<file path="config.mk">
export PLATFORM = sky130hd
export DESIGN_NAME = fetch_unit_flat
export DESIGN_NICKNAME = d
export VERILOG_FILES = /design/src/rtl/fetch_pkg.sv /design/src/rtl/fetch_unit_if.sv /design/src/rtl/if_id_reg.sv /design/src/rtl/fetch_unit.sv /design/src/flat_wrapper.sv
export SDC_FILE = /design/constraint.sdc
export NUM_CORES = 1
export LEC_CHECK = 0
export BUFFER_PORTS_ARGS = -buffer_cell sky130_fd_sc_hd__buf_2
export CAP_MARGIN = 20
export CORE_UTILIZATION = 46
export CTS_BUF_LIST = sky130_fd_sc_hd__clkbuf_16
export CTS_CLUSTER_SIZE = 10
export DETAILED_ROUTE_END_ITERATION = 7
export PLACE_DENSITY = 0.76
export REMOVE_ABC_BUFFERS = 1
export SLEW_MARGIN = 0
export SYNTH_ARGS = -nofsm -noshare
export SYNTH_HDL_FRONTEND = slang
export SYNTH_HIERARCHICAL = 1
export SYNTH_SLANG_ARGS = --single-unit
</file>
<file path="constraint.sdc">
create_clock -name clk -period 1.9 [get_ports clk]
set_input_delay 0.38 -clock clk [delete_from_list [all_inputs] [get_ports clk]]
set_output_delay 0.38 -clock clk [all_outputs]
set_load 0.02 [all_outputs]
</file>
<file path="src/rtl/fetch_pkg.sv">
// ----------------------------------------------------------------------------
// fetch_pkg
// Shared definitions for the instruction-fetch stage:
//   RESET_PC_DEFAULT    - default program counter after reset
//   IMEM_BASE_DEFAULT   - default lowest legal fetch address
//   IMEM_WORDS_DEFAULT  - default fetch window size in 32-bit words
//   NOP_INSTR           - canonical RV32I NOP (addi x0, x0, 0)
//   fetch_state_t       - fetch FSM state encoding (RUN / HALT)
//   is_aligned()        - word-alignment test for a byte address
//   in_window()         - range test of an address against a word window
// ----------------------------------------------------------------------------
package fetch_pkg;

    localparam logic [31:0] RESET_PC_DEFAULT   = 32'h0100_0000;
    localparam logic [31:0] IMEM_BASE_DEFAULT  = 32'h0100_0000;
    localparam int unsigned IMEM_WORDS_DEFAULT = 1024;
    localparam logic [31:0] NOP_INSTR          = 32'h0000_0013;

    typedef enum logic [0:0] {
        RUN  = 1'b0,
        HALT = 1'b1
    } fetch_state_t;

    function automatic logic is_aligned(input logic [31:0] addr);
        return (addr[1:0] == 2'b00);
    endfunction

    // Evaluated in 34 bits so that base + 4*words cannot wrap past 2^32
    // and make a window at the top of the address map look empty.
    function automatic logic in_window(input logic [31:0] addr,
                                       input logic [31:0] base,
                                       input int unsigned words);
        logic [33:0] lo;
        logic [33:0] hi;
        logic [33:0] a;
        lo = {2'b00, base};
        hi = lo + ({2'b00, words} << 2);
        a  = {2'b00, addr};
        return (a >= lo) && (a < hi);
    endfunction

endpackage

</file>
<file path="src/rtl/fetch_unit_if.sv">
// ----------------------------------------------------------------------------
// fetch_unit_if
// Bundles the fetch stage's control, instruction-memory and IF/ID signals.
//   id_ready       - decode accepts the IF/ID register this cycle
//   redirect_valid - replace the PC with redirect_pc
//   redirect_pc    - redirect target
//   imem_instr     - combinational read data returned by imem
//   imem_addr      - fetch address (always the registered PC)
//   if_valid       - IF/ID register holds a live instruction
//   if_pc          - PC of the registered instruction
//   if_instr       - registered instruction
//   fetch_fault    - sticky fault flag
//   fetch_count    - number of instructions issued to decode
// Modports:
//   master - the fetch unit
//   slave  - the surrounding pipeline / memory / bench
//
// Handshake: a word moves from IF/ID into decode on a rising edge where
// if_valid=1 and id_ready=1. if_valid does not depend on id_ready, and a
// held word stays unchanged until it is accepted or flushed by a redirect.
// ----------------------------------------------------------------------------
interface fetch_unit_if;

    logic        id_ready;
    logic        redirect_valid;
    logic [31:0] redirect_pc;
    logic [31:0] imem_instr;
    logic [31:0] imem_addr;
    logic        if_valid;
    logic [31:0] if_pc;
    logic [31:0] if_instr;
    logic        fetch_fault;
    logic [31:0] fetch_count;

    modport master (
        input  id_ready,
        input  redirect_valid,
        input  redirect_pc,
        input  imem_instr,
        output imem_addr,
        output if_valid,
        output if_pc,
        output if_instr,
        output fetch_fault,
        output fetch_count
    );

    modport slave (
        output id_ready,
        output redirect_valid,
        output redirect_pc,
        output imem_instr,
        input  imem_addr,
        input  if_valid,
        input  if_pc,
        input  if_instr,
        input  fetch_fault,
        input  fetch_count
    );

endinterface

</file>
<file path="src/rtl/if_id_reg.sv">
// ----------------------------------------------------------------------------
// if_id_reg
// IF/ID pipeline register with load, hold and flush controls.
//   clk        in  - rising-edge clock
//   rst        in  - asynchronous active-low reset
//   load       in  - capture next_pc / next_instr and mark the entry valid
//   flush      in  - invalidate the entry (wins over load)
//   next_pc    in  - PC of the word being captured
//   next_instr in  - word being captured
//   valid      out - entry holds a live instruction
//   pc         out - PC of the held instruction
//   instr      out - held instruction
// With neither load nor flush the entry holds unchanged.
// ----------------------------------------------------------------------------
module if_id_reg
    import fetch_pkg::*;
(
    input  logic        clk,
    input  logic        rst,
    input  logic        load,
    input  logic        flush,
    input  logic [31:0] next_pc,
    input  logic [31:0] next_instr,
    output logic        valid,
    output logic [31:0] pc,
    output logic [31:0] instr
);

    always_ff @(posedge clk or negedge rst) begin
        if (!rst) begin
            valid <= 1'b0;
            pc    <= 32'h0000_0000;
            instr <= NOP_INSTR;
        end else if (flush) begin
            // Only the valid bit drops; pc/instr keep their last value so a
            // flushed slot still shows what was there for debug.
            valid <= 1'b0;
        end else if (load) begin
            valid <= 1'b1;
            pc    <= next_pc;
            instr <= next_instr;
        end
    end

endmodule

</file>
<file path="src/rtl/fetch_unit.sv">
// ----------------------------------------------------------------------------
// fetch_unit
// Instruction-fetch stage of the RV32I core. Owns the program counter,
// drives the instruction memory address and captures the returned word into
// the IF/ID register. Supports a downstream stall, a redirect path and a
// sticky fault on a misaligned redirect target.
//
// Parameters:
//   RESET_PC   - PC loaded on reset
//   IMEM_BASE  - lowest legal fetch address (range check only)
//   IMEM_WORDS - legal fetch window size in words (range check only)
// Ports:
//   clk   in  - rising-edge clock
//   rst   in  - asynchronous active-low reset
//   bus   if  - fetch_unit_if.master (control, imem and IF/ID signals)
//   state out - current FSM state, for debug and checkers
//
// Build option: define FETCH_BOUNDS_CHECK_EN to halt with a fault when an
// advancing edge would fetch from outside [IMEM_BASE, IMEM_BASE+4*IMEM_WORDS).
// Without it, misalignment is the only fault source.
//
// Per-edge priority in RUN: aligned redirect, misaligned redirect, stall,
// advance. HALT holds everything and is left only through reset.
// ----------------------------------------------------------------------------
module fetch_unit
    import fetch_pkg::*;
#(
    parameter logic [31:0] RESET_PC   = RESET_PC_DEFAULT,
    parameter logic [31:0] IMEM_BASE  = IMEM_BASE_DEFAULT,
    parameter int unsigned IMEM_WORDS = IMEM_WORDS_DEFAULT
) (
    input  logic          clk,
    input  logic          rst,
    fetch_unit_if.master  bus,
    output fetch_state_t  state
);

    fetch_state_t state_q;
    fetch_state_t state_d;
    logic [31:0]  pc_q;
    logic [31:0]  pc_d;
    logic [31:0]  count_q;
    logic [31:0]  count_d;
    logic         fault_q;
    logic         fault_d;
    logic         reg_load;
    logic         reg_flush;
    logic         pc_in_window;
    logic         bounds_fault;

    assign pc_in_window = in_window(pc_q, IMEM_BASE, IMEM_WORDS);

`ifdef FETCH_BOUNDS_CHECK_EN
    assign bounds_fault = !pc_in_window;
`else
    logic unused_window;
    assign bounds_fault  = 1'b0;
    assign unused_window = pc_in_window;
`endif

    // ------------------------------------------------------------------
    // State, PC, counter and fault registers
    // ------------------------------------------------------------------
    always_ff @(posedge clk or negedge rst) begin
        if (!rst) begin
            state_q <= RUN;
            pc_q    <= RESET_PC;
            count_q <= 32'h0000_0000;
            fault_q <= 1'b0;
        end else begin
            state_q <= state_d;
            pc_q    <= pc_d;
            count_q <= count_d;
            fault_q <= fault_d;
        end
    end

    // ------------------------------------------------------------------
    // Next-state and IF/ID control
    // ------------------------------------------------------------------
    always_comb begin
        state_d   = state_q;
        pc_d      = pc_q;
        count_d   = count_q;
        fault_d   = fault_q;
        reg_load  = 1'b0;
        reg_flush = 1'b0;

        unique case (state_q)
            RUN: begin
                if (bus.redirect_valid) begin
                    // A redirect wins over a stall. The slot is flushed;
                    // if decode took it this same edge it was already
                    // consumed, otherwise it was on the wrong path.
                    reg_flush = 1'b1;
                    if (is_aligned(bus.redirect_pc)) begin
                        pc_d = bus.redirect_pc;
                    end else begin
                        state_d = HALT;
                        fault_d = 1'b1;
                    end
                end else if (bus.id_ready) begin
                    if (bounds_fault) begin
                        state_d   = HALT;
                        fault_d   = 1'b1;
                        reg_flush = 1'b1;
                    end else begin
                        reg_load = 1'b1;
                        pc_d     = pc_q + 32'd4;    // wraps modulo 2^32
                        count_d  = count_q + 32'd1;
                    end
                end
            end
            HALT: begin
                // Keep the slot invalid; every other register holds.
                reg_flush = 1'b1;
            end
        endcase
    end

    // ------------------------------------------------------------------
    // IF/ID register
    // ------------------------------------------------------------------
    if_id_reg u_if_id_reg (
        .clk        (clk),
        .rst        (rst),
        .load       (reg_load),
        .flush      (reg_flush),
        .next_pc    (pc_q),
        .next_instr (bus.imem_instr),
        .valid      (bus.if_valid),
        .pc         (bus.if_pc),
        .instr      (bus.if_instr)
    );

    // imem_addr comes straight from the PC register: no input reaches it
    // combinationally.
    assign bus.imem_addr   = pc_q;
    assign bus.fetch_fault = fault_q;
    assign bus.fetch_count = count_q;
    assign state           = state_q;

endmodule

</file>
<file path="src/flat_wrapper.sv">
// flat-port wrapper written by rule: the top's interface ports become plain ports
module fetch_unit_flat import fetch_pkg::*;
#(
    parameter logic [31:0] RESET_PC   = RESET_PC_DEFAULT,
    parameter logic [31:0] IMEM_BASE  = IMEM_BASE_DEFAULT,
    parameter int unsigned IMEM_WORDS = IMEM_WORDS_DEFAULT
)
  (clk, rst, state, bus_id_ready, bus_redirect_valid, bus_redirect_pc, bus_imem_instr, bus_imem_addr, bus_if_valid, bus_if_pc, bus_if_instr, bus_fetch_fault, bus_fetch_count);
  fetch_unit_if bus_i ();
  input  logic clk;
  input  logic rst;
  output fetch_state_t state;
  input wire logic [$bits(bus_i.id_ready)-1:0] bus_id_ready;
  input wire logic [$bits(bus_i.redirect_valid)-1:0] bus_redirect_valid;
  input wire logic [$bits(bus_i.redirect_pc)-1:0] bus_redirect_pc;
  input wire logic [$bits(bus_i.imem_instr)-1:0] bus_imem_instr;
  output wire logic [$bits(bus_i.imem_addr)-1:0] bus_imem_addr;
  output wire logic [$bits(bus_i.if_valid)-1:0] bus_if_valid;
  output wire logic [$bits(bus_i.if_pc)-1:0] bus_if_pc;
  output wire logic [$bits(bus_i.if_instr)-1:0] bus_if_instr;
  output wire logic [$bits(bus_i.fetch_fault)-1:0] bus_fetch_fault;
  output wire logic [$bits(bus_i.fetch_count)-1:0] bus_fetch_count;
  assign bus_i.id_ready = bus_id_ready;
  assign bus_i.redirect_valid = bus_redirect_valid;
  assign bus_i.redirect_pc = bus_redirect_pc;
  assign bus_i.imem_instr = bus_imem_instr;
  assign bus_imem_addr = bus_i.imem_addr;
  assign bus_if_valid = bus_i.if_valid;
  assign bus_if_pc = bus_i.if_pc;
  assign bus_if_instr = bus_i.if_instr;
  assign bus_fetch_fault = bus_i.fetch_fault;
  assign bus_fetch_count = bus_i.fetch_count;
  fetch_unit #(.RESET_PC(RESET_PC), .IMEM_BASE(IMEM_BASE), .IMEM_WORDS(IMEM_WORDS)) u_core (.clk(clk), .rst(rst), .bus(bus_i), .state(state));
endmodule
</file>
==> results of run 1 <==
==> synthesized netlist by cell type (3+ instances only) <==
cell type                  count
sky130_fd_sc_hd__nand2_1      33
sky130_fd_sc_hd__xor2_1        3
sky130_fd_sc_hd__buf_2         6
sky130_fd_sc_hd__or2_2         3
sky130_fd_sc_hd__mux2_2        4
sky130_fd_sc_hd__inv_1         6
sky130_fd_sc_hd__a31oi_1       6
sky130_fd_sc_hd__mux2i_1       4
sky130_fd_sc_hd__nor4_1        4
sky130_fd_sc_hd__o311ai_0      5
sky130_fd_sc_hd__nand3_1      37
sky130_fd_sc_hd__nor2_1       18
sky130_fd_sc_hd__a311oi_1      7
sky130_fd_sc_hd__a211oi_1      6
sky130_fd_sc_hd__o21a_1        3
sky130_fd_sc_hd__nand4_1      15
sky130_fd_sc_hd__buf_12        7
sky130_fd_sc_hd__o22ai_1       3
sky130_fd_sc_hd__o21ai_0      19
sky130_fd_sc_hd__and4_1        7
sky130_fd_sc_hd__and3_1       12
sky130_fd_sc_hd__nor3_1        8
sky130_fd_sc_hd__nor2b_1       3
sky130_fd_sc_hd__or3_1         4
sky130_fd_sc_hd__a22oi_1       3
sky130_fd_sc_hd__and2_1        5
sky130_fd_sc_hd__xnor2_1      28
sky130_fd_sc_hd__clkbuf_1      7
sky130_fd_sc_hd__dfstp_2       4
sky130_fd_sc_hd__dfrtp_1     127
sky130_fd_sc_hd__a21oi_1      15
sky130_fd_sc_hd__mux2_4       60
==> final cells by class <==
| class | instances | area, sq um |
|---|---|---|
| clock inverters | 15 | 95.09 |
| repair buffers | 263 | 1655 |
| well taps | 176 | 220.2 |
| diodes | 1 | 2.502 |
| multi-input cells | 344 | 2754 |
| flip-flops and latches | 131 | 3283 |
| fillers | 1060 | 4781 |
| inverters | 7 | 26.28 |
| clock buffers | 17 | 425.4 |
==> metrics by stage <==
step	power (W)	instance area (sq um)	hold WS (ps)	utilization, %
2_1_floorplan	0.003476	6043	84.41	-
3_3_place_gp	0.003905	7742	335.1	58.47
3_5_place_dp	0.003939	7742	340.6	58.47
4_1_cts	0.006815	8327	157.7	62.88
5_1_grt	0.007034	8462	180.7	63.90
6_report	0.006765	8462	171.3	63.90
==> routing by layer <==
layer | part of all wire [%] | GRT usage (%) | vias to the layer above | wire length (um)
met5 | 0 | 0 | - | 0
met4 | 2.0 | 10.05 | 0 | 347
met3 | 6.3 | 5.261 | 31 | 1095
met2 | 49 | 38.63 | 248 | 8418
met1 | 43 | 31.00 | 2535 | 7399
li1 | - | - | 2376 | -
==> what timing repair did <==
item | CTS | global route
endpoints found under the hold margin | 40 | 0
gates cloned | 1 | 3
pin swaps | 0 | 4
hold buffers | 1 | 0
gates resized for setup | 5 | 3
setup endpoints to repair | 37 | 51
buffers inserted | 2 | 6
==> report_power, final <==
| group | switching (W) | leakage [nW] | total (W) | internal (W) |
|---|---|---|---|---|
| logic | 0.000498 | 2.29 | 0.000873 | 0.000374 |
| clock network | 0.00121 | 0.243 | 0.00285 | 0.00164 |
| registers | 0.000119 | 1.73 | 0.00304 | 0.00292 |
==> sequential cells by signal (all words and copies together), names as in the netlist <==
name                      cells
u_core/bus.imem_addr         32
u_core/u_if_id_reg/instr     32
u_core/u_if_id_reg/pc        32
u_core/bus.fetch_fault        1
u_core/state                  1
u_core/bus.fetch_count       32
u_core/u_if_id_reg/valid      1
==> logic make-up after synthesis <==
family	count (synthesis)	synth area share, %
xor+xnor	31	4.333
compound gates	81	8.686
buf+inv	31	3.974
mux	68	15.73
simple gates	162	14.48
fa+ha+maj	2	0.3993
flops	131	52.40
==> critical path, cell delays in order (launching register included) <==
cell and delay [ps]:
sky130_fd_sc_hd__dfrtp_1 380, sky130_fd_sc_hd__or3b_4 470, sky130_fd_sc_hd__inv_2 90, sky130_fd_sc_hd__nor2b_4 190
sky130_fd_sc_hd__buf_6 150, sky130_fd_sc_hd__clkbuf_16 180, sky130_fd_sc_hd__mux2_4 300
==> final timing paths <==
| path | from | to | slack [ps] | depth (start not counted) |
|---|---|---|---|---|
| max in group asynchronous | rst | u_core/bus.imem_addr[9] | 710 | 3 |
| worst max register to register | u_core/state | u_core/u_if_id_reg/instr[7] | -3 | 6 |
| worst min-delay path | bus_redirect_pc[17] | u_core/bus.imem_addr[17] | 170 | 2 |
| worst max-delay path | u_core/state | u_core/u_if_id_reg/instr[7] | -3 | 6 |
| min in group asynchronous | rst | u_core/bus.fetch_count[30] | 470 | 2 |
| worst min register to register | u_core/bus.fetch_count[31] | u_core/bus.fetch_count[31] | 470 | 1 |
==> metrics.txt, run 1 <==
# TYPE chip_impl_metric gauge
chip_impl_info{name="status",value="finished with violations"} 1
chip_impl_info{name="failing_checks",value="negative setup slack"} 1
chip_impl_metric{name="grt_remaining_overflow",unit=""} 0
chip_impl_metric{name="gpl.final_weighted_congestion",unit=""} 0.8541
chip_impl_metric{name="setup-tns-final",unit="ps"} -5.153
chip_impl_metric{name="timing.final.crit_period",unit="ps"} 1903
chip_impl_metric{name="io-pin-count",unit=""} 199
chip_impl_metric{name="maximum_number_of_pins_on_one_net_before_global_route_repair",unit=""} 45
chip_impl_metric{name="worst_skew_pair.late_latency",unit="ps"} 420
chip_impl_info{name="critical_path.endpoint_type",value="register"} 1
chip_impl_metric{name="relSlewSlack",unit="%"} 68.69
chip_impl_info{name="synth_ff_type",value="sky130_fd_sc_hd__dfrtp_1"} 1
chip_impl_metric{name="post_synth.cell_area_avg",unit="sq um"} 12.38
chip_impl_metric{name="max-vdd-ir-drop",unit="mV"} 0.4974
chip_impl_metric{name="grt_antenna_before_repair",unit=""} 1
chip_impl_metric{name="post_detailed_route_wirelength_per_cell",unit="um"} 18.09
chip_impl_metric{name="placement_rows",unit=""} 42
chip_impl_info{name="start_kind",value="register"} 1
chip_impl_metric{name="avgViaCountPerCell",unit=""} 5.440
chip_impl_info{name="layout.cells.most_common",value="sky130_fd_sc_hd__buf_2"} 1
chip_impl_info{name="tritoncts_clock_tree",value="built"} 1
chip_impl_metric{name="die_area",unit="sq mm"} 0.01409
chip_impl_metric{name="cts.sink_count",unit=""} 131
chip_impl_metric{name="syn-instance-count",unit=""} 506
chip_impl_metric{name="detail_route.first_pass.iterations",unit=""} 5
chip_impl_metric{name="synth_edf_count",unit=""} 0
chip_impl_metric{name="areaGrowthSynthToFinish",unit="%"} 35.04
chip_impl_info{name="yosysTopAreaCell",value="sky130_fd_sc_hd__dfrtp_1"} 1
chip_impl_metric{name="netlist_area",unit="sq mm"} 0.006266
chip_impl_metric{name="cp.arrival",unit="ps"} 2190
chip_impl_info{name="grt_setup_unrepaired",value="yes"} 1
chip_impl_metric{name="synth_largest_type_area_fraction",unit="%"} 50.72
chip_impl_metric{name="layout_worst_path_cycle_share",unit="%"} 100.1
chip_impl_metric{name="powerDensity",unit="mW/mm^2"} 799.5
chip_impl_info{name="worstHoldPathType",value="in2reg"} 1
chip_impl_info{name="post_synth_main_area_contributors",value="sky130_fd_sc_hd__dfrtp_1 51%, sky130_fd_sc_hd__mux2_4 14%, sky130_fd_sc_hd__xnor2_1 3.9%, sky130_fd_sc_hd__nand3_1 3.0%, sky130_fd_sc_hd__buf_12 2.2%"} 1
chip_impl_metric{name="ys_seq_area_share",unit="%"} 52.40
chip_impl_metric{name="nNetsFinal",unit=""} 834
chip_impl_metric{name="place_worst_setup_slack",unit="ps"} -205.8
chip_impl_metric{name="report.final.hold_viol_count",unit=""} 0
chip_impl_metric{name="final.setup_skew",unit="ps"} 17.28
chip_impl_metric{name="design.core.area",unit="sq mm"} 0.01324
chip_impl_metric{name="die-height",unit="um"} 118.7
chip_impl_metric{name="max-clock-path-buffers",unit=""} 2
chip_impl_metric{name="grt_pass1_vias",unit=""} 4947
chip_impl_metric{name="worst_pin_slew",unit="ps"} 468.7
chip_impl_metric{name="number_of_buffers_added_by_the_clock_tree_synthesis_step",unit=""} 17
chip_impl_metric{name="timing_max_transition_violations_final",unit=""} 0
chip_impl_metric{name="initial_utilization",unit="%"} 47.32
chip_impl_metric{name="setup_viol",unit=""} 5
chip_impl_metric{name="yosys.cell_types.count",unit=""} 59
chip_impl_metric{name="postSynth.asyncResetShare",unit="%"} 100.0
chip_impl_metric{name="half_perimeter_wire_length_after_placement",unit="mm"} 11.65
chip_impl_metric{name="grt_util_all_layers",unit="%"} 23.90
chip_impl_info{name="clock_tree.root_cell",value="sky130_fd_sc_hd__clkbuf_16"} 1
chip_impl_metric{name="drv_cap",unit=""} 0
chip_impl_metric{name="synth-seq-cells",unit=""} 131
chip_impl_metric{name="post_route_cells_drive_above_1_share",unit="%"} 48.52
chip_impl_metric{name="via_count",unit=""} 5190
chip_impl_metric{name="finalNonFillerCells",unit=""} 954
chip_impl_metric{name="cp_data_required_time",unit="ps"} 2190
chip_impl_metric{name="detail_route.iter0.violations",unit=""} 379
chip_impl_metric{name="antenna_violating_nets_post_route",unit=""} 0
chip_impl_metric{name="synth-warning-count",unit=""} 6
chip_impl_metric{name="numPlacedInstances",unit=""} 908
chip_impl_metric{name="grt_pass1_wl",unit="mm"} 26.18
chip_impl_metric{name="postRouteWirelength",unit="mm"} 17.26
chip_impl_info{name="final_cell_mix",value="197 x sky130_fd_sc_hd__buf_2, 127 x sky130_fd_sc_hd__dfrtp_1, 60 x sky130_fd_sc_hd__mux2_4, 51 x sky130_fd_sc_hd__buf_4, 37 x sky130_fd_sc_hd__nand3_1"} 1
chip_impl_metric{name="crit_fanout",unit=""} 10
chip_impl_metric{name="detail_route.drc_violations",unit=""} 0
chip_impl_metric{name="cts-htree-levels",unit=""} 4
chip_impl_metric{name="clock_transition_at_the_registers_of_the_reported_paths",unit="ps"} 60
chip_impl_metric{name="postLayoutSetupSlackWorst",unit="ps"} -2.548
chip_impl_metric{name="leakage",unit="nW"} 4.261
chip_impl_metric{name="peak_clock_frequency_supported_by_timing",unit="GHz"} 0.5256
chip_impl_info{name="worst-setup-path-type",value="reg2reg"} 1
chip_impl_metric{name="numPortBuffers",unit=""} 198
chip_impl_metric{name="floorplan.die.width",unit="um"} 118.7
Note: power is estimated with default switching activity, not from simulation.
==> run 2, diff against run 1 <==
- SETUP_SLACK_MARGIN: unset -> 0.15
==> metrics.txt, run 2 (same netlist as run 1, synthesis figures left out) <==
# TYPE chip_impl_metric gauge
chip_impl_info{name="crit-reg2reg-launch",value="u_core/bus.imem_addr[2]"} 1
chip_impl_metric{name="worst_pin_slew",unit="ps"} 461.8
chip_impl_metric{name="post_route_cells_drive_above_1_share",unit="%"} 53.26
chip_impl_metric{name="via_count",unit=""} 5426
chip_impl_metric{name="antenna_violating_nets_post_route",unit=""} 0
chip_impl_metric{name="peak_clock_frequency_supported_by_timing",unit="GHz"} 0.5192
chip_impl_metric{name="grt_pass1_vias",unit=""} 5098
chip_impl_metric{name="drv_cap",unit=""} 0
chip_impl_metric{name="detail_route.first_pass.iterations",unit=""} 5
chip_impl_metric{name="finish.instance_area",unit="sq mm"} 0.008925
chip_impl_metric{name="cts.sink_count",unit=""} 131
chip_impl_metric{name="maximum_number_of_pins_on_one_net_before_global_route_repair",unit=""} 45
chip_impl_metric{name="areaGrowthSynthToFinish",unit="%"} 42.43
chip_impl_metric{name="cts-htree-levels",unit=""} 4
chip_impl_metric{name="grt_antenna_before_repair",unit=""} 1
chip_impl_metric{name="gpl.final_weighted_congestion",unit=""} 0.8541
chip_impl_metric{name="post_dp_cell_area",unit="sq mm"} 0.007742
chip_impl_metric{name="post-route-util",unit="%"} 67.39
chip_impl_metric{name="detail_route.drc_violations",unit=""} 0
chip_impl_metric{name="area.sequential",unit="sq mm"} 0.003287
chip_impl_metric{name="timing.final.crit_period",unit="ps"} 1926
chip_impl_metric{name="powerDensity",unit="mW/mm^2"} 763.3
chip_impl_metric{name="relSlewSlack",unit="%"} 69.21
chip_impl_metric{name="placement_rows",unit=""} 42
chip_impl_metric{name="die-height",unit="um"} 118.7
chip_impl_info{name="final_cell_mix",value="197 x sky130_fd_sc_hd__buf_2, 124 x sky130_fd_sc_hd__dfrtp_1, 64 x sky130_fd_sc_hd__mux2_4, 61 x sky130_fd_sc_hd__buf_4"} 1
chip_impl_info{name="clock_tree.root_cell",value="sky130_fd_sc_hd__clkbuf_16"} 1
chip_impl_info{name="grt_setup_unrepaired",value="yes"} 1
chip_impl_info{name="worst-setup-path-type",value="reg2reg"} 1
chip_impl_metric{name="postLayoutSetupSlackWorst",unit="ps"} -26.22
chip_impl_info{name="worstHoldPathType",value="in2reg"} 1
chip_impl_metric{name="grt_remaining_overflow",unit=""} 0
chip_impl_metric{name="max-clock-path-buffers",unit=""} 2
chip_impl_metric{name="io-pin-count",unit=""} 199
chip_impl_metric{name="timing_max_transition_violations_final",unit=""} 0
chip_impl_info{name="layout.cells.most_common",value="sky130_fd_sc_hd__buf_2"} 1
chip_impl_metric{name="post_detailed_route_wirelength_per_cell",unit="um"} 19.22
chip_impl_metric{name="nNetsFinal",unit=""} 855
chip_impl_metric{name="cp_data_required_time",unit="ps"} 2190
chip_impl_metric{name="max-vdd-ir-drop",unit="mV"} 0.5058
chip_impl_metric{name="cp.arrival",unit="ps"} 2210
chip_impl_info{name="failing_checks",value="negative setup slack"} 1
chip_impl_metric{name="detail_route.iter0.violations",unit=""} 491
chip_impl_info{name="start_kind",value="register"} 1
chip_impl_metric{name="final.fill_count",unit=""} 975
chip_impl_metric{name="postRouteWirelength",unit="mm"} 18.74
chip_impl_metric{name="design.core.area",unit="sq mm"} 0.01324
chip_impl_metric{name="floorplan.die.width",unit="um"} 118.7
chip_impl_metric{name="avgViaCountPerCell",unit=""} 5.565
chip_impl_metric{name="setup_viol",unit=""} 1
chip_impl_metric{name="worst_skew_pair.late_latency",unit="ps"} 420
chip_impl_metric{name="die_area",unit="sq mm"} 0.01409
chip_impl_metric{name="grt_util_all_layers",unit="%"} 24.99
chip_impl_metric{name="clock_transition_at_the_registers_of_the_reported_paths",unit="ps"} 60
chip_impl_metric{name="number_of_buffers_added_by_the_clock_tree_synthesis_step",unit=""} 17
chip_impl_info{name="tritoncts_clock_tree",value="built"} 1
chip_impl_metric{name="multi_input_area",unit="sq mm"} 0.002924
chip_impl_metric{name="report.final.hold_viol_count",unit=""} 0
chip_impl_info{name="critical_path.endpoint_type",value="register"} 1
chip_impl_info{name="status",value="finished with violations"} 1
chip_impl_metric{name="half_perimeter_wire_length_after_placement",unit="mm"} 11.65
chip_impl_metric{name="crit_fanout",unit=""} 6
chip_impl_info{name="cp-startpoint",value="u_core/bus.imem_addr[2]"} 1
chip_impl_metric{name="initial_utilization",unit="%"} 47.32
chip_impl_metric{name="layout_worst_path_cycle_share",unit="%"} 101.4
chip_impl_metric{name="grt_pass1_wl",unit="mm"} 27.15
chip_impl_info{name="min-delay-start",value="bus_redirect_pc[17]"} 1
chip_impl_metric{name="leakage",unit="nW"} 4.482
chip_impl_metric{name="final.setup_skew",unit="ps"} 18.57
chip_impl_metric{name="numPortBuffers",unit=""} 198
-- run 2: changes by cell type in the layout (fill, tap and decap cells not counted), sizes merged --
cell	before	now
buf	259	278
clkbuf	20	22
-- run 2: cell type report --
type | instances | area share, %
Timing Repair Buffer | 284 | 21.76
Clock inverter | 15 | 1.065
Inverter | 7 | 0.3224
Multi-Input combinational cell | 344 | 32.76
Sequential cell | 131 | 36.83
Clock buffer | 17 | 4.767
Tap cell | 176 | 2.467
Antenna cell | 1 | 0.02804
-- run 2: layer usage --
layer | global-route usage (%) | up-vias | wire [um]
met5 | 0 | - | 0
met4 | 11.79 | 0 | 659
met3 | 4.971 | 63 | 1210
met2 | 40.79 | 282 | 9232
met1 | 31.89 | 2649 | 7638
li1 | - | 2432 | -
-- run 2: repair_timing --
item | 4_1_cts | 5_1_grt
setup buffers | 6 | 17
endpoints found under the setup margin | 82 | 102
resized for setup | 25 | 38
pin swaps | 4 | 23
gates cloned | 5 | 5
hold buffers | 1 | 0
hold endpoints to repair | 40 | 0
-- run 2: worst max-delay path, stage by stage, from the launching register on --
cell	delay [ps]
sky130_fd_sc_hd__dfrtp_1	430
sky130_fd_sc_hd__ha_2	220
sky130_fd_sc_hd__nand3_1	100
sky130_fd_sc_hd__or2_2	340
sky130_fd_sc_hd__nor2_4	170
sky130_fd_sc_hd__a211oi_1	110
sky130_fd_sc_hd__a311oi_1	420
-- run 2: stage by stage --
stage          power, W  hold slack (ps)  setup WS [ps]  instances  TNS, ps
2_1_floorplan  0.003476            84.41          -1317        482   -84120
3_3_place_gp   0.003905            335.1         -120.2        908    -4445
3_5_place_dp   0.003939            340.6         -205.8        908    -7326
4_1_cts        0.006818            157.7          32.34        952        0
5_1_grt        0.007047            176.6         -160.7        975   -687.2
6_report       0.006813            165.5         -26.22        975   -26.22
-- run 2: final timing paths --
| kind | end | slack, ps | depth (start not counted) |
|---|---|---|---|
| worst max-delay path | u_core/bus.imem_addr[24] | -30 | 6 |
| worst min-delay path | u_core/bus.imem_addr[17] | 170 | 2 |
| worst max register to register | u_core/bus.imem_addr[24] | -30 | 6 |
| worst min register to register | u_core/bus.fetch_count[31] | 480 | 1 |
| max in group asynchronous | u_core/bus.imem_addr[9] | 710 | 3 |
| min in group asynchronous | u_core/bus.fetch_count[30] | 460 | 2 |
-- run 2: power breakdown --
group	total, W	switching, W	leakage, nW	internal [W]
clock	0.00287	0.00123	0.243	0.00164
sequential	0.00305	0.000124	1.73	0.00292
combinational	0.000893	0.000512	2.51	0.000381
==> run 3, diff against run 2 <==
- CORE_MARGIN: unset -> 1.5
- RECOVER_POWER: unset -> 100
==> metrics.txt, run 3 (same netlist as run 1, synthesis figures left out) <==
# TYPE chip_impl_metric gauge
chip_impl_metric{name="leakage",unit="nW"} 3.855
chip_impl_metric{name="areaGrowthSynthToFinish",unit="%"} 34.70
chip_impl_metric{name="clkPwrFrac",unit="%"} 46.1
chip_impl_metric{name="power_switching",unit="W"} 0.001787
chip_impl_metric{name="avgViaCountPerCell",unit=""} 5.478
chip_impl_metric{name="timing_max_transition_violations_final",unit=""} 0
chip_impl_info{name="status",value="complete, no violations"} 1
chip_impl_metric{name="nNetsFinal",unit=""} 840
chip_impl_metric{name="cts-htree-levels",unit=""} 4
chip_impl_info{name="critical_path.endpoint",value="u_core/u_if_id_reg/instr[10]"} 1
chip_impl_metric{name="post_route_cells_drive_above_1_share",unit="%"} 33.38
chip_impl_metric{name="detail_route.drc_violations",unit=""} 0
chip_impl_metric{name="grt_remaining_overflow",unit=""} 0
chip_impl_metric{name="pwr-share-comb",unit="%"} 11.6
chip_impl_metric{name="grt_util_all_layers",unit="%"} 24.09
chip_impl_metric{name="placement_rows",unit=""} 42
chip_impl_metric{name="detail_route.iter0.violations",unit=""} 392
chip_impl_metric{name="post-route-util",unit="%"} 63.74
chip_impl_metric{name="die_area",unit="sq mm"} 0.01433
chip_impl_metric{name="max-clock-path-buffers",unit=""} 2
chip_impl_metric{name="via_count",unit=""} 5253
chip_impl_metric{name="numPortBuffers",unit=""} 198
chip_impl_metric{name="grt_pass1_wl",unit="mm"} 27.13
chip_impl_metric{name="cp_data_required_time",unit="ps"} 2200
chip_impl_info{name="crit-reg2reg-launch",value="u_core/state"} 1
chip_impl_metric{name="postRouteWirelength",unit="mm"} 17.46
chip_impl_metric{name="timing.final.crit_period",unit="ps"} 1868
chip_impl_metric{name="peak_clock_frequency_supported_by_timing",unit="GHz"} 0.5352
chip_impl_metric{name="floorplan.die.width",unit="um"} 119.7
chip_impl_metric{name="clock_transition_at_the_registers_of_the_reported_paths",unit="ps"} 60
chip_impl_metric{name="worst-r2r-setup-slack",unit="ps"} 30
chip_impl_metric{name="powerDensity",unit="mW/mm^2"} 852.7
chip_impl_metric{name="antenna_violating_nets_post_route",unit=""} 0
chip_impl_metric{name="report.final.hold_viol_count",unit=""} 0
chip_impl_metric{name="initial_utilization",unit="%"} 47.32
chip_impl_metric{name="io-pin-count",unit=""} 199
chip_impl_metric{name="number_of_buffers_added_by_the_clock_tree_synthesis_step",unit=""} 17
chip_impl_metric{name="setup_viol",unit=""} 0
chip_impl_info{name="layout.cells.most_common",value="sky130_fd_sc_hd__clkbuf_1"} 1
chip_impl_metric{name="cp.arrival",unit="ps"} 2170
chip_impl_info{name="clock_tree.root_cell",value="sky130_fd_sc_hd__clkbuf_16"} 1
chip_impl_metric{name="max-vdd-ir-drop",unit="mV"} 0.6228
chip_impl_metric{name="worst_pin_slew",unit="ps"} 808.7
chip_impl_metric{name="grt_pass1_vias",unit=""} 5284
chip_impl_info{name="worst-setup-path-type",value="reg2reg"} 1
chip_impl_metric{name="drv_cap",unit=""} 0
chip_impl_info{name="tritoncts_clock_tree",value="built"} 1
chip_impl_metric{name="half_perimeter_wire_length_after_placement",unit="mm"} 11.84
chip_impl_metric{name="relSlewSlack",unit="%"} 46.08
chip_impl_info{name="grt_setup_unrepaired",value="yes"} 1
chip_impl_metric{name="detail_route.first_pass.iterations",unit=""} 5
chip_impl_info{name="worstHoldPathType",value="in2reg"} 1
chip_impl_metric{name="die-height",unit="um"} 119.7
chip_impl_info{name="cp-startpoint",value="u_core/state"} 1
chip_impl_metric{name="gpl.final_weighted_congestion",unit=""} 0.8364
chip_impl_metric{name="layout_worst_path_cycle_share",unit="%"} 98.33
chip_impl_metric{name="hold_ws",unit="ps"} 172.3
chip_impl_metric{name="maximum_number_of_pins_on_one_net_before_global_route_repair",unit=""} 54
chip_impl_metric{name="cts.sink_count",unit=""} 131
chip_impl_metric{name="post_detailed_route_wirelength_per_cell",unit="um"} 18.20
chip_impl_metric{name="crit_fanout",unit=""} 9
chip_impl_info{name="start_kind",value="register"} 1
chip_impl_metric{name="worst_skew_pair.late_latency",unit="ps"} 420
chip_impl_info{name="final_cell_mix",value="130 x sky130_fd_sc_hd__clkbuf_1, 126 x sky130_fd_sc_hd__dfrtp_1, 79 x sky130_fd_sc_hd__buf_2, 64 x sky130_fd_sc_hd__mux2_4, 42 x sky130_fd_sc_hd__buf_4"} 1
chip_impl_metric{name="worst-r2r-cell-count",unit=""} 6
chip_impl_metric{name="power.internal",unit="W"} 0.005410
chip_impl_metric{name="power.share.sequential",unit="%"} 42.3
chip_impl_metric{name="design.core.area",unit="sq mm"} 0.01324
chip_impl_info{name="critical_path.endpoint_type",value="register"} 1
chip_impl_info{name="r2r_end",value="u_core/u_if_id_reg/instr[10]"} 1
chip_impl_metric{name="grt_antenna_before_repair",unit=""} 2
chip_impl_metric{name="final.setup_skew",unit="ps"} 8.781
chip_impl_metric{name="netSwitchingFraction",unit="%"} 24.83
run 3: changes by cell type in the layout (fill, tap and decap cells not counted), moves of 4 or more:
| cell | delta |
|---|---|
| sky130_fd_sc_hd__clkbuf_1 | +130 |
| sky130_fd_sc_hd__clkbuf_2 | +4 |
| sky130_fd_sc_hd__buf_4 | -19 |
| sky130_fd_sc_hd__buf_12 | -4 |
| sky130_fd_sc_hd__buf_8 | -4 |
| sky130_fd_sc_hd__buf_2 | -118 |
| sky130_fd_sc_hd__bufinv_16 | +4 |
run 3: power groups by stage:
stage                     clock [W]  combinational [W]  sequential (W)
final                       0.00332           0.000837         0.00304
after global routing        0.00348           0.000909         0.00306
after CTS                   0.00338           0.000852         0.00304
after detailed placement          0           0.000844         0.00309
after global placement            0           0.000820         0.00308
after floorplan                   0           0.000210         0.00327
run 3: layer usage:
metal,vias up,wire length [um],track usage (%)
met5,-,10,0
met4,2,402,9.375
met3,35,1256,6.559
met2,233,8435,39.08
met1,2594,7350,30.78
li1,2389,-,-
run 3: final cells by class:
cell class	count	area, sq um
antenna	1	2.502
clock buffer	17	425.4
clock inverter	14	170.2
fill	1101	4802
inverter	7	26.28
multi-input combinational	344	2828
sequential	131	3284
tap	176	220.2
timing repair buffer	269	1484
run 3: stage by stage:
step	instances	instance area [sq um]	worst slack, ps	total power (W)	TNS (ps)
floorplan	482	6043	-1317	0.003476	-84120
global placement	906	7702	-116.5	0.003898	-5338
detailed placement	906	7702	-186.7	0.003931	-7798
CTS	946	8496	52.85	0.007273	0
global route	959	8441	-40.36	0.007456	-45.37
finish	959	8441	31.70	0.007198	0
run 3: worst min path at each step:
stage	start	to	slack, ps	cells past startpoint
floorplan	rst	u_core/bus.fetch_count[0]	80	0
global placement	rst	u_core/bus.fetch_count[31]	270	1
detailed placement	rst	u_core/bus.fetch_count[30]	280	1
CTS	bus_redirect_pc[17]	u_core/bus.imem_addr[17]	150	2
global route	bus_redirect_pc[17]	u_core/bus.imem_addr[17]	180	2
finish	bus_redirect_pc[16]	u_core/bus.imem_addr[16]	170	3
run 3: worst max-delay path, stage by stage, from the launching register on:
cell,delay (ps)
sky130_fd_sc_hd__dfrtp_1,380
sky130_fd_sc_hd__or3b_4,450
sky130_fd_sc_hd__inv_2,80
sky130_fd_sc_hd__nor2b_4,160
sky130_fd_sc_hd__buf_12,180
sky130_fd_sc_hd__clkbuf_16,190
sky130_fd_sc_hd__mux2_4,310
run 3: timing repair:
action | 4_1_cts | 5_1_grt
pin swaps | 5 | 13
hold endpoints to repair | 29 | 0
gates resized for setup | 21 | 36
setup buffers | 6 | 10
hold buffers | 1 | 0
endpoints found under the setup margin | 81 | 100
gates cloned | 2 | 2
